`src/rtl/video_bus_master.sv`:
```
// Host-side initiator for the video card's 8-bit parallel CPU bus, with programmable setup/strobe/hold/recovery timing.
// Optional wait-state input enabled by defining VIDEO_BUS_WAIT_EN.
module video_bus_master #(
    parameter int SETUP_CYCLES    = 2,
    parameter int STROBE_CYCLES   = 3,
    parameter int HOLD_CYCLES     = 1,
    parameter int RECOVERY_CYCLES = 2,
    parameter int CNT_W           = 8
) (
    input  logic             clk,
    input  logic             reset,
    input  logic             req_valid,
    output logic             req_ready,
    input  logic             req_write,
    input  logic [2:0]       req_addr,
    input  logic [7:0]       req_wdata,
    output logic             rsp_valid,
    output logic [7:0]       rsp_rdata,
    output logic             ncs,
    output logic             nwr,
    output logic             nrd,
    output logic [2:0]       addr,
    output logic [7:0]       data_out,
    output logic             data_oe,
`ifdef VIDEO_BUS_WAIT_EN
    input  logic             nwait,
`endif
    input  logic [7:0]       data_in
);

    localparam logic [2:0] IDLE    = 3'd0;
    localparam logic [2:0] SETUP   = 3'd1;
    localparam logic [2:0] STROBE  = 3'd2;
    localparam logic [2:0] HOLD    = 3'd3;
    localparam logic [2:0] RECOVER = 3'd4;

    localparam int SETUP_N  = (SETUP_CYCLES  < 1) ? 1 : SETUP_CYCLES;
    localparam int STROBE_N = (STROBE_CYCLES < 1) ? 1 : STROBE_CYCLES;
    localparam int HOLD_N   = (HOLD_CYCLES   < 1) ? 1 : HOLD_CYCLES;
    localparam int REC_N    = (RECOVERY_CYCLES < 1) ? 1 : RECOVERY_CYCLES;

    // Counter load values: each phase runs while the counter counts down to zero.
    localparam logic [CNT_W-1:0] SETUP_LD  = CNT_W'(SETUP_N - 1);
    localparam logic [CNT_W-1:0] STROBE_LD = CNT_W'(STROBE_N - 1);
    localparam logic [CNT_W-1:0] HOLD_LD   = CNT_W'(HOLD_N - 1);
    localparam logic [CNT_W-1:0] REC_LD    = CNT_W'(REC_N - 1);

    logic [2:0]       state;
    logic [CNT_W-1:0] cnt;
    logic             is_write;
    logic             stretch;
    logic             timeout;

    assign req_ready = (state == IDLE) && !reset;

`ifdef VIDEO_BUS_WAIT_EN
    logic [1:0]  nwait_sync;
    logic [15:0] wait_cnt;

    always_ff @(posedge clk) begin
        if (reset) begin
            nwait_sync <= 2'b11;
        end else begin
            nwait_sync <= {nwait_sync[0], nwait};
        end
    end

    // Counts extension cycles spent in the last strobe cycle; saturation is the timeout.
    always_ff @(posedge clk) begin
        if (reset || state != STROBE) begin
            wait_cnt <= '0;
        end else if (cnt == '0 && stretch) begin
            wait_cnt <= wait_cnt + 16'd1;
        end
    end

    assign stretch = !nwait_sync[1] && (wait_cnt != 16'hFFFF);
    assign timeout = !nwait_sync[1] && (wait_cnt == 16'hFFFF);
`else
    assign stretch = 1'b0;
    assign timeout = 1'b0;
`endif

    // NOTE: all state updates below use non-blocking assignments so every register sees pre-edge values.
    always_ff @(posedge clk) begin
        if (reset) begin
            state     <= IDLE;
            cnt       <= '0;
            is_write  <= 1'b0;
            ncs       <= 1'b1;
            nwr       <= 1'b1;
            nrd       <= 1'b1;
            addr      <= '0;
            data_out  <= '0;
            data_oe   <= 1'b0;
            rsp_valid <= 1'b0;
            rsp_rdata <= '0;
        end else begin
            rsp_valid <= 1'b0;
            case (state)
                IDLE: begin
                    if (req_valid) begin
                        is_write <= req_write;
                        addr     <= req_addr;
                        ncs      <= 1'b0;
                        data_oe  <= req_write;
                        if (req_write) begin
                            data_out <= req_wdata;
                        end
                        cnt   <= SETUP_LD;
                        state <= SETUP;
                    end
                end
                SETUP: begin
                    if (cnt != '0) begin
                        cnt <= cnt - 1'b1;
                    end else begin
                        nwr   <= !is_write;
                        nrd   <= is_write;
                        cnt   <= STROBE_LD;
                        state <= STROBE;
                    end
                end
                STROBE: begin
                    if (cnt != '0) begin
                        cnt <= cnt - 1'b1;
                    end else if (!stretch) begin
                        nwr <= 1'b1;
                        nrd <= 1'b1;
                        if (timeout) begin
                            rsp_rdata <= 8'hFF;
                        end else if (!is_write) begin
                            rsp_rdata <= data_in;
                        end
                        cnt   <= HOLD_LD;
                        state <= HOLD;
                    end
                end
                HOLD: begin
                    if (cnt != '0) begin
                        cnt <= cnt - 1'b1;
                    end else begin
                        ncs       <= 1'b1;
                        data_oe   <= 1'b0;
                        rsp_valid <= 1'b1;
                        cnt       <= REC_LD;
                        // With no recovery the response cycle doubles as the next IDLE cycle.
                        state     <= (RECOVERY_CYCLES == 0) ? IDLE : RECOVER;
                    end
                end
                RECOVER: begin
                    if (cnt != '0) begin
                        cnt <= cnt - 1'b1;
                    end else begin
                        state <= IDLE;
                    end
                end
                default: state <= IDLE;
            endcase
        end
    end

endmodule

```
`config.mk`:
```
export PLATFORM = sky130hd
export DESIGN_NAME = video_bus_master
export DESIGN_NICKNAME = d
export VERILOG_FILES = /design/src/rtl/video_bus_master.sv
export SDC_FILE = /design/constraint.sdc
export NUM_CORES = 1
export LEC_CHECK = 0
export ABC_AREA = 1
export CORE_AREA = 2 2 61 63
export DETAILED_ROUTE_END_ITERATION = 8
export DIE_AREA = 0 0 63 65
export PLACE_DENSITY = 0.8
export SYNTH_ARGS = -nofsm -noshare
export SYNTH_HDL_FRONTEND = slang
export SYNTH_SLANG_ARGS = --single-unit
```
`constraint.sdc`:
```
create_clock -name clk -period 2.7 [get_ports clk]
set_clock_uncertainty 0.15 [all_clocks]
set_input_delay 0.675 -clock clk [delete_from_list [all_inputs] [get_ports clk]]
set_output_delay 0.675 -clock clk [all_outputs]
set_load 0.005 [all_outputs]
```
; After elaboration in Yosys (flattened, before gate mapping)
; Index checks and enable logic that the tools add are counted.
[totals]
register_bits = 36
input_bits = 23
out_inout_bits = 25
word_cells = 64
[classes]
n_addsub = 1
eq_ne = 10
mux = 23
n_bitwise = 3
reduce_logical = 16
[op_table]
columns = cell, count
row1 = 2-to-1 mux 8 bit, 5
row2 = one-hot mux 8 bit (5 select lines), 1
row3 = 2-to-1 mux 3 bit, 5
row4 = one-hot mux 3 bit (5 select lines), 1
row5 = AND reduction 3 bit, 5
row6 = != test 2 bit (second input constant), 6
row7 = one-hot mux 1 bit (2 select lines), 4
row8 = nonzero test 8 bit, 1
row9 = subtractor 8 x 1 -> 8 bit (second input constant), 1
row10 = 2-to-1 mux 1 bit, 7
row11 = == test 3 x 2 -> 1 bit (second input constant), 2
row12 = AND reduction 5 bit, 1
row13 = nonzero test 5 bit, 1
row14 = nonzero test 2 bit, 2
row15 = == test 3 x 1 -> 1 bit (second input constant), 1
row16 = == test 3 bit (second input constant), 1
row17 = logical NOT 3 bit, 1
row18 = inverter 1 bit, 3
row19 = logical NOT 1 bit, 2
row20 = AND reduction 2 bit, 1
row21 = OR reduction 2 bit, 1
row22 = logical AND 1 bit, 1

; Longest topological paths before layout
; Gate-level depths: netlist (run 1).
[logic_depth]
word_depth = 3
mapped_depth = 10
depth_no_buf = 10

; Worst setup path before layout (run 1)
; OpenSTA, ideal clock, no wires.
[synth_timing]
kind = input-to-output
start = in reset
end = out req_ready
arrival_ps = 1312
required_ps = 1875
setup_slack_ps = 563
stages = 3
n_path_buf = 2
path_cell_list = clkbuf_1 -> buf_1 -> nor2_1
[synth_between]
elab_chain_cells = 2
[synth_lines]
columns = element, line_no
row1 = from (decl), 11  ; input logic reset,
row2 = logical NOT 1 bit, 54  ; assign req_ready = (state == IDLE) && !reset;
row3 = logical AND 1 bit, 54
row4 = to (decl), 13  ; output logic req_ready,
; No other way between the ends.

; Worst setup path in the final report (run 1)
; Ends and elaborated chain as after synthesis.

==> flow_summary.toml, run 1 <==
[outcome]
status = "complete, no violations"

[clock_tree]
cts-buffers-inserted = 5
tritoncts = "done"
path_clk_slew_ps = 120
cts_setup_buffers = 0
cts_sinks = 36
clock_latency_ps = 350
cts_hold_buf = 0
cts_buffer_depth = 2
htreeDepth = 2
root_buffer = "clkbuf_4"
cts.repair.resized = 0

[global_routing]
grt_max_degree = 18
grt_pass1_vias = 1466
track_usage_pct = 19.38
grt-ovfl-total = 0
antenna_found_initial = 0
grt_pass1_wl_um = 6216

[die]
start_util_pct = 47.32
num_io_pins = 48
die_h_um = 65
die_w_um = 63
core_um2 = 3496
die-area_um2 = 4095
rows = 22

[detailed_routing]
route.detailed.drc = 0
viasPerCell = 4.891
wl_um = 3608
vias = 1609
detail_route.wl_per_cell_um = 10.97
ant_nets = 0
drt_first_pass_iters = 4
drtIter0Drc = 60

[critical_path]
cp_num_buf_inv = 2
path_class = "input pin to output pin"
r2r-end = "cnt[2]"
crit_path_frequent_cell = "clkdlybuf4s50_1"
crit_arrival_ps = 1720
cp_slowest_stage_delay_ps = 520
crit_family = "buffers and inverters"
crit_path_start_kind = "input pin"
cp-startpoint = "reset"
crit_slowest_cell = "clkdlybuf4s50_1"
end_kind = "output pin"
crit_end = "req_ready"
crit_required_ps = 1880
worst-path-stages = 3
crit_fanout = 2
critical_path.cell_chain = "clkdlybuf4s50_1 > nor2_1 > clkdlybuf4s50_1"
rr_worst_depth = 9
rr_startpoint = "cnt[0]"
r2r_slack_ps = 970

[timing]
worst_pin_slew_ps = 437.6
fin_crit_sh_pct = 94.18
drv_slew = 0
hold_slack_ps = 322.5
tns_ps = 0
hold_viol_final = 0
fmax_ghz = 0.3933
fin_crit_ps = 2543
slew_headroom_pct = 70.80
rsz0062_at_grt = "no"
setup_violations = 0

[synthesis]
synth_cells = 229
syn_nets = 254
netlist.top_cell.by_area = "dfxtp_1"
yosysWarnings = 0
syn_area_um2 = 1654
seq_area_frac_synth_pct = 43.57
ys_top_cells_by_area = "dfxtp_1 44%, nor2_1 9.8%, nand2_1 8.6%"
post_synth.cell_area_avg_um2 = 7.223
ys_types = 24
synth_seq_cells = 36
synth.top_cell.area_share_pct = 43.57

[layout]
fin_nets = 305
diodes = 0
design_area_um2 = 2257
drive_gt1_share_pct = 11.03
area_growth_pct = 36.46

[placed_design]
port_buffers = 47
place_area_um2 = 2177
gp_congestion = 0.9083
hpwl_um = 2647

[power]
p_leak_nw = 0.9367
power_per_cell_area_nw_per_um2 = 939.7
peakVddDrop_uv = 508.9

[flow_run]
maxCapViolations = 0

[worst_hold_path]
min_path_type = "flop to flop"
==> Yosys cell counts <==
cell type / n
a21oi_1: 15
a21oi_2: 1
buf_1: 1
buf_4: 1
clkbuf_1: 3
dfxtp_1: 36
ha_1: 2
inv_1: 22
inv_2: 2
inv_4: 1
nand2_1: 38
nand2_2: 6
nand3_1: 22
nand3_2: 3
nand4_1: 4
nand4_2: 2
nor2_1: 43
nor2_2: 3
nor2_4: 1
nor2_8: 1
nor3_4: 1
o21ai_0: 18
o21ai_1: 1
o22ai_1: 2
==> registers in the layout (all words and copies together) (netlist names) <==
name / cells
rsp_valid: 1
data_oe: 1
data_out: 8
nrd: 1
ncs: 1
is_write: 1
cnt: 8
nwr: 1
rsp_rdata: 8
addr: 3
state: 3
==> worst register-to-register path: cells and delay by family, from the launching register on <==
| family | cells | cell delay [ps] |
|---|---|---|
| and+or+nand+nor | 4 | 440 |
| adders and majority gates | 1 | 200 |
| DFF | 1 | 340 |
| buffers and inverters | 2 | 180 |
| AOI/OAI and AO/OA | 2 | 380 |
==> routing by layer <==
metal	GRT usage (%)	vias to the layer above	part of all wire [%]
met5	0	-	0
met4	6.667	0	0.69
met3	8.160	4	7.2
met2	31.12	44	45
met1	23.23	719	47
li1	-	842	-
==> through the flow <==
stage | setup WS (ps) | cells | util [%] | power [mW]
after CTS | 151.8 | 329 | 64.57 | 2.133
final | 157.3 | 329 | 64.57 | 2.121
after global routing | 91.29 | 329 | 64.57 | 2.308
after floorplan | 562.7 | 229 | - | 1.458
after global placement | 146.1 | 321 | 62.28 | 1.729
after detailed placement | 164.8 | 321 | 62.28 | 1.749
==> cell usage in the layout, fill, tap and decap left out <==
cell,synthesis,routed
a21oi_1,15,15
a21oi_2,1,1
buf_4,1,2
bufinv_16,0,1
clkbuf_4,0,5
clkdlybuf4s50_1,0,47
clkinv_2,0,1
clkinvlp_4,0,1
dfxtp_1,36,36
ha_1,2,2
inv_1,22,22
inv_2,2,2
inv_4,1,1
nand2_1,38,38
nand2_2,6,6
nand3_1,22,22
nand3_2,3,3
nand4_1,4,4
nand4_2,2,2
nor2_1,43,43
nor2_2,3,3
nor2_4,1,1
nor2_8,1,1
nor3_4,1,1
o21ai_0,18,18
o21ai_1,1,1
o22ai_1,2,2
==> worst min path at each step <==
stage	from	endpoint	slack, ps	cells past startpoint
after global placement	data_out[3]	data_out[3]	300	2
after CTS	data_out[5]	data_out[5]	320	2
final	data_out[2]	data_out[2]	320	2
after floorplan	data_out[7]	data_out[7]	310	2
after global routing	data_out[5]	data_out[5]	340	2
after detailed placement	data_out[1]	data_out[1]	310	2
==> layout make-up <==
class,count,area (um2)
clock inverters,3,42.54
multi-input cells,163,814.5
inverters,25,96.34
clock buffers,5,37.54
repair buffers,49,485.5
flip-flops and latches,36,720.7
fillers,334,1239
well taps,48,60.06
==> power by group <==
| group | internal [mW] | switching (mW) |
|---|---|---|
| registers | 0.640 | 0.0800 |
| clock network | 0.193 | 0.190 |
| logic | 0.412 | 0.607 |
==> cell families (layout without fill, tap and decap cells) <==
logic type | after synthesis | in the layout | share of synthesized area, %
AO/OA/AOI/OAI | 37 | 37 | 11.57
adder cells (fa/ha/maj) | 2 | 2 | 1.513
buffers and inverters | 30 | 82 | 7.186
flip-flops | 36 | 36 | 43.57
AND/OR/NAND/NOR | 124 | 124 | 36.16
No activity file was read; power rests on OpenSTA's default activity.
==> run 2: changes to the inputs <==
CORE_AREA = 2 2 63 65   (was 2 2 61 63)
DIE_AREA = 0 0 65 67   (was 0 0 63 65)
PLACE_DENSITY = 0.76   (was 0.8)
clock period = 2.4 ns   (was 2.7 ns; I/O delays follow)
==> flow_summary.toml, run 2 (synthesis results as in run 1) <==
[die]
start_util_pct = 45.87
num_io_pins = 48
rows = 22
die_w_um = 65
die-area_um2 = 4355
core_um2 = 3606
die_h_um = 67

[detailed_routing]
detail_route.wl_per_cell_um = 11.15
viasPerCell = 4.785
drtIter0Drc = 107
wl_um = 3681
route.detailed.drc = 0
ant_nets = 0
drt_first_pass_iters = 4
vias = 1579

[critical_path]
r2r-end = "cnt[2]"
crit_slowest_cell = "clkdlybuf4s50_1"
crit_path_start_kind = "input pin"
cp-startpoint = "reset"
crit_end = "req_ready"
cp_num_buf_inv = 2
critical_path.cell_chain = "clkdlybuf4s50_1 > nor2_1 > dlygate4sd2_1"
end_kind = "output pin"
crit_fanout = 2
r2r_slack_ps = 670
rr_startpoint = "cnt[0]"
worst-path-stages = 3
crit_required_ps = 1650
crit_arrival_ps = 1410
cp_slowest_stage_delay_ps = 490
rr_worst_depth = 9
path_class = "input pin to output pin"
crit_family = "buffers and inverters"

[placed_design]
place_area_um2 = 2185
port_buffers = 47
dp.cells = 322
hpwl_um = 2690
gp_congestion = 0.8953

[timing]
fmax_ghz = 0.4640
fin_crit_ps = 2155
slew_headroom_pct = 69.60
fin_crit_sh_pct = 89.80
hold_viol_final = 0
drv_slew = 0
setup_violations = 0
worst_pin_slew_ps = 455.5
rsz0062_at_grt = "no"

[clock_tree]
cts_buffer_depth = 2
cts_sinks = 36
root_buffer = "clkbuf_8"
path_clk_slew_ps = 70
clock_latency_ps = 290
cts_setup_buffers = 0
htreeDepth = 2
cts-buffers-inserted = 5
tritoncts = "done"

[layout]
layout_commonest_cell = "clkdlybuf4s50_1"
top_regs = "cnt: 8 flops, data_out: 8 flops, rsp_rdata: 8 flops"
instances_no_fill = 330
final_cell_mix = "46 x clkdlybuf4s50_1, 43 x nor2_1, 38 x nand2_1, 36 x dfxtp_1"
fill_cells = 336
design_area_um2 = 2271
fin_nets = 306
drive_gt1_share_pct = 11.35
diodes = 0
area_growth_pct = 37.29

[global_routing]
antenna_found_initial = 0
grt_pass1_vias = 1555
grt_pass1_wl_um = 6410
track_usage_pct = 19.21
grt-ovfl-total = 0
grt_max_degree = 18

[power]
power_per_cell_area_nw_per_um2 = 1050
p_sw_mw = 0.9968
pwr-share-seq_pct = 34.0
peakVddDrop_uv = 620.9
swShare_pct = 41.79
clkPwrFrac_pct = 17.9
combPwrFrac_pct = 48.0
p_leak_nw = 0.9507
internal_power_mw = 1.389

[worst_hold_path]
min_path_type = "flop to flop"

[flow_run]
maxCapViolations = 0

[outcome]
status = "complete, no violations"
run 2: changes by cell type in the layout (fill, tap and decap cells not counted), sizes merged:
cell and change:
clkinv +2, buf +1, bufinv -1, clkdlybuf4s50 -1, clkinvlp -1, dlygate4sd2 +1
run 2: routing by layer:
layer	GRT usage, %	up-vias	wire length, um
met5	0	-	0
met4	7.979	0	44
met3	7.095	4	290
met2	32.99	41	1684
met1	21.37	689	1662
li1	-	845	-
run 2: worst min-delay path by stage:
stage / cells after the start / start / slack, ps / end
2_1_floorplan: 2 / data_out[7] / 310 / data_out[7]
3_3_place_gp: 2 / data_out[0] / 300 / data_out[0]
3_5_place_dp: 2 / data_out[5] / 310 / data_out[5]
4_1_cts: 2 / data_out[5] / 320 / data_out[5]
5_1_grt: 2 / data_out[7] / 340 / data_out[7]
6_report: 2 / data_out[5] / 320 / data_out[5]
run 2: layout make-up:
class | count | area, um2 | area share (%)
Timing Repair Buffer | 50 | 491.7 | 21.65
Inverter | 25 | 96.34 | 4.242
Tap cell | 48 | 60.06 | 2.645
Clock inverter | 3 | 18.77 | 0.8264
Sequential cell | 36 | 720.7 | 31.74
Multi-Input combinational cell | 163 | 814.5 | 35.87
Clock buffer | 5 | 68.82 | 3.030
run 2: power by group through the flow:
stage / clock [mW] / sequential (mW) / combinational, mW
2_1_floorplan: 0 / 0.816 / 0.824
3_5_place_dp: 0 / 0.826 / 1.15
3_3_place_gp: 0 / 0.821 / 1.14
4_1_cts: 0.437 / 0.813 / 1.15
5_1_grt: 0.466 / 0.827 / 1.29
6_report: 0.427 / 0.812 / 1.15
run 2: repair_timing:
action | CTS | global route
setup endpoints to repair | 1 | 0
gates resized for setup | 1 | 0
hold buffers | 0 | 0
run 2: per-stage QoR:
stage	TNS, ps	util (%)	total power [mW]	hold slack (ps)	setup slack, ps
floorplan	0	-	1.641	307.4	412.7
global placement	-26.91	60.58	1.956	297.4	-26.91
detailed placement	-35.27	60.58	1.975	306.8	-35.27
CTS	0	62.98	2.401	321.0	227.9
global route	0	62.98	2.586	339.8	213.0
finish	0	62.98	2.385	318.3	244.8
run 2: tightest hold or removal path: stages (launching register included):
cell	delay, ps
dfxtp_1	320
nand2_1	60
a21oi_1	50
==> run 3: changes to the inputs <==
CAP_MARGIN = 25   (was unset)
GPL_ROUTABILITY_DRIVEN = 0   (was unset)
GPL_TIMING_DRIVEN = 0   (was unset)
==> flow_summary.toml, run 3 (synthesis results as in run 1) <==
[timing]
slew_headroom_pct = 74.57
fin_crit_ps = 2292
layout_setup_ws_ps = 107.7
fin_crit_sh_pct = 95.51
drv_slew = 0
hold_slack_ps = 315.2
setup_violations = 0
fmax_ghz = 0.4362
tns_ps = 0
worst_pin_slew_ps = 377.5
hold_viol_final = 0

[power]
p_sw_mw = 0.9894
peakVddDrop_uv = 423.2
p_leak_nw = 0.9499
clkPwrFrac_pct = 20.8
internal_power_mw = 1.501
pwr-share-seq_pct = 32.7
power_per_cell_area_nw_per_um2 = 1093
p_total_mw = 2.491
swShare_pct = 39.72
combPwrFrac_pct = 46.4

[critical_path]
path_class = "input pin to output pin"
rr_worst_depth = 9
cp-startpoint = "reset"
critical_path.cell_chain = "clkbuf_2 > nor2_1 > clkdlybuf4s50_1"
rr_startpoint = "cnt[0]"
cp_num_buf_inv = 2
crit_path_start_kind = "input pin"
end_kind = "output pin"
crit_fanout = 18
crit_required_ps = 1650
crit_slowest_cell = "clkdlybuf4s50_1"
crit_arrival_ps = 1540
worst-path-stages = 3
crit_family = "buffers and inverters"
cp_slowest_stage_delay_ps = 530

[layout]
fin_nets = 306
final_cell_mix = "45 x clkdlybuf4s50_1, 43 x nor2_1, 38 x nand2_1, 35 x dfxtp_1"
top_regs = "cnt: 8 flops, data_out: 8 flops, rsp_rdata: 8 flops"
instances_no_fill = 330
design_area_um2 = 2278
layout_commonest_cell = "clkdlybuf4s50_1"
area_growth_pct = 37.75
fin_util_pct = 63.19
drive_gt1_share_pct = 11.35
diodes = 0

[outcome]
status = "complete, no violations"

[die]
rows = 22
num_io_pins = 48
start_util_pct = 45.87
die_h_um = 67
die_w_um = 65
core_um2 = 3606
die-area_um2 = 4355

[detailed_routing]
ant_nets = 0
vias = 1582
drtIter0Drc = 70
detail_route.wl_per_cell_um = 11.18
drt_first_pass_iters = 4
route.detailed.drc = 0
wl_um = 3691
viasPerCell = 4.794

[clock_tree]
cts_buffer_depth = 2
cts_sinks = 36
path_clk_slew_ps = 70
cts-buffers-inserted = 5
cts_hold_buf = 0
tritoncts = "done"
root_buffer = "clkbuf_8"
htreeDepth = 2
clock_latency_ps = 290

[global_routing]
grt-ovfl-total = 0
grt_pass1_vias = 1526
track_usage_pct = 18.91
antenna_found_initial = 0
grt_max_degree = 12
grt_pass1_wl_um = 6348

[placed_design]
dp_slack_ps = -235.8
hpwl_um = 2765
port_buffers = 45
dp.cells = 322
place_area_um2 = 2165

[worst_hold_path]
min_from = "data_out[6]"
holdPathStages = 2
min_path_type = "flop to flop"

[flow_run]
maxCapViolations = 0
-- run 3: cell count changes in the layout (fill, tap and decap cells not counted), sizes merged --
cell / change
clkinv: -2
bufinv: +1
clkbuf: +4
buf: -1
dlygate4sd2: -1
clkdlybuf4s50: -1
-- run 3: repair_timing --
action,4_1_cts,5_1_grt
gates resized for setup,2,1
setup endpoints to repair,1,1
cloned,0,0
setup buffers,0,1
hold endpoints to repair,0,0
pin swaps,0,1
-- run 3: worst reg2reg max path, delay by kind of cell (launching register included) --
kind / cells / cell delay, ps
and+or+nand+nor: 4 / 440
DFF: 1 / 320
buffers and inverters: 2 / 180
AOI/OAI and AO/OA: 2 / 390
adders and majority gates: 1 / 200
-- run 3: final cells by class --
type | instances | area [um2]
plain buffers | 4 | 20.02
clock buffers | 6 | 72.57
clock inverters | 2 | 35.03
fillers | 327 | 1328
inverters | 25 | 96.34
multi-input cells | 163 | 814.5
flip-flops and latches | 36 | 721.9
well taps | 48 | 60.06
repair buffers | 46 | 457.9
-- run 3: power by group through the flow --
stage          clock [mW]  sequential, mW  combinational [mW]
2_1_floorplan           0           0.816               0.824
3_3_place_gp            0           0.822                1.12
3_5_place_dp            0           0.826                1.14
4_1_cts             0.530           0.814                1.15
5_1_grt             0.558           0.831                1.31
6_report            0.519           0.815                1.16
-- run 3: layer usage --
metal | vias up | global-route usage (%) | wire [um]
li1 | 847 | - | -
met1 | 688 | 21.33 | 1731
met2 | 38 | 32.47 | 1656
met3 | 9 | 6.250 | 238
met4 | 0 | 8.245 | 65
met5 | - | 0 | 0
-- run 3: final timing paths --
kind	slack [ps]	endpoint
worst min-delay path	320	data_out[6]
worst min register to register	320	data_out[6]
worst max register to register	670	cnt[5]
worst max-delay path	110	req_ready
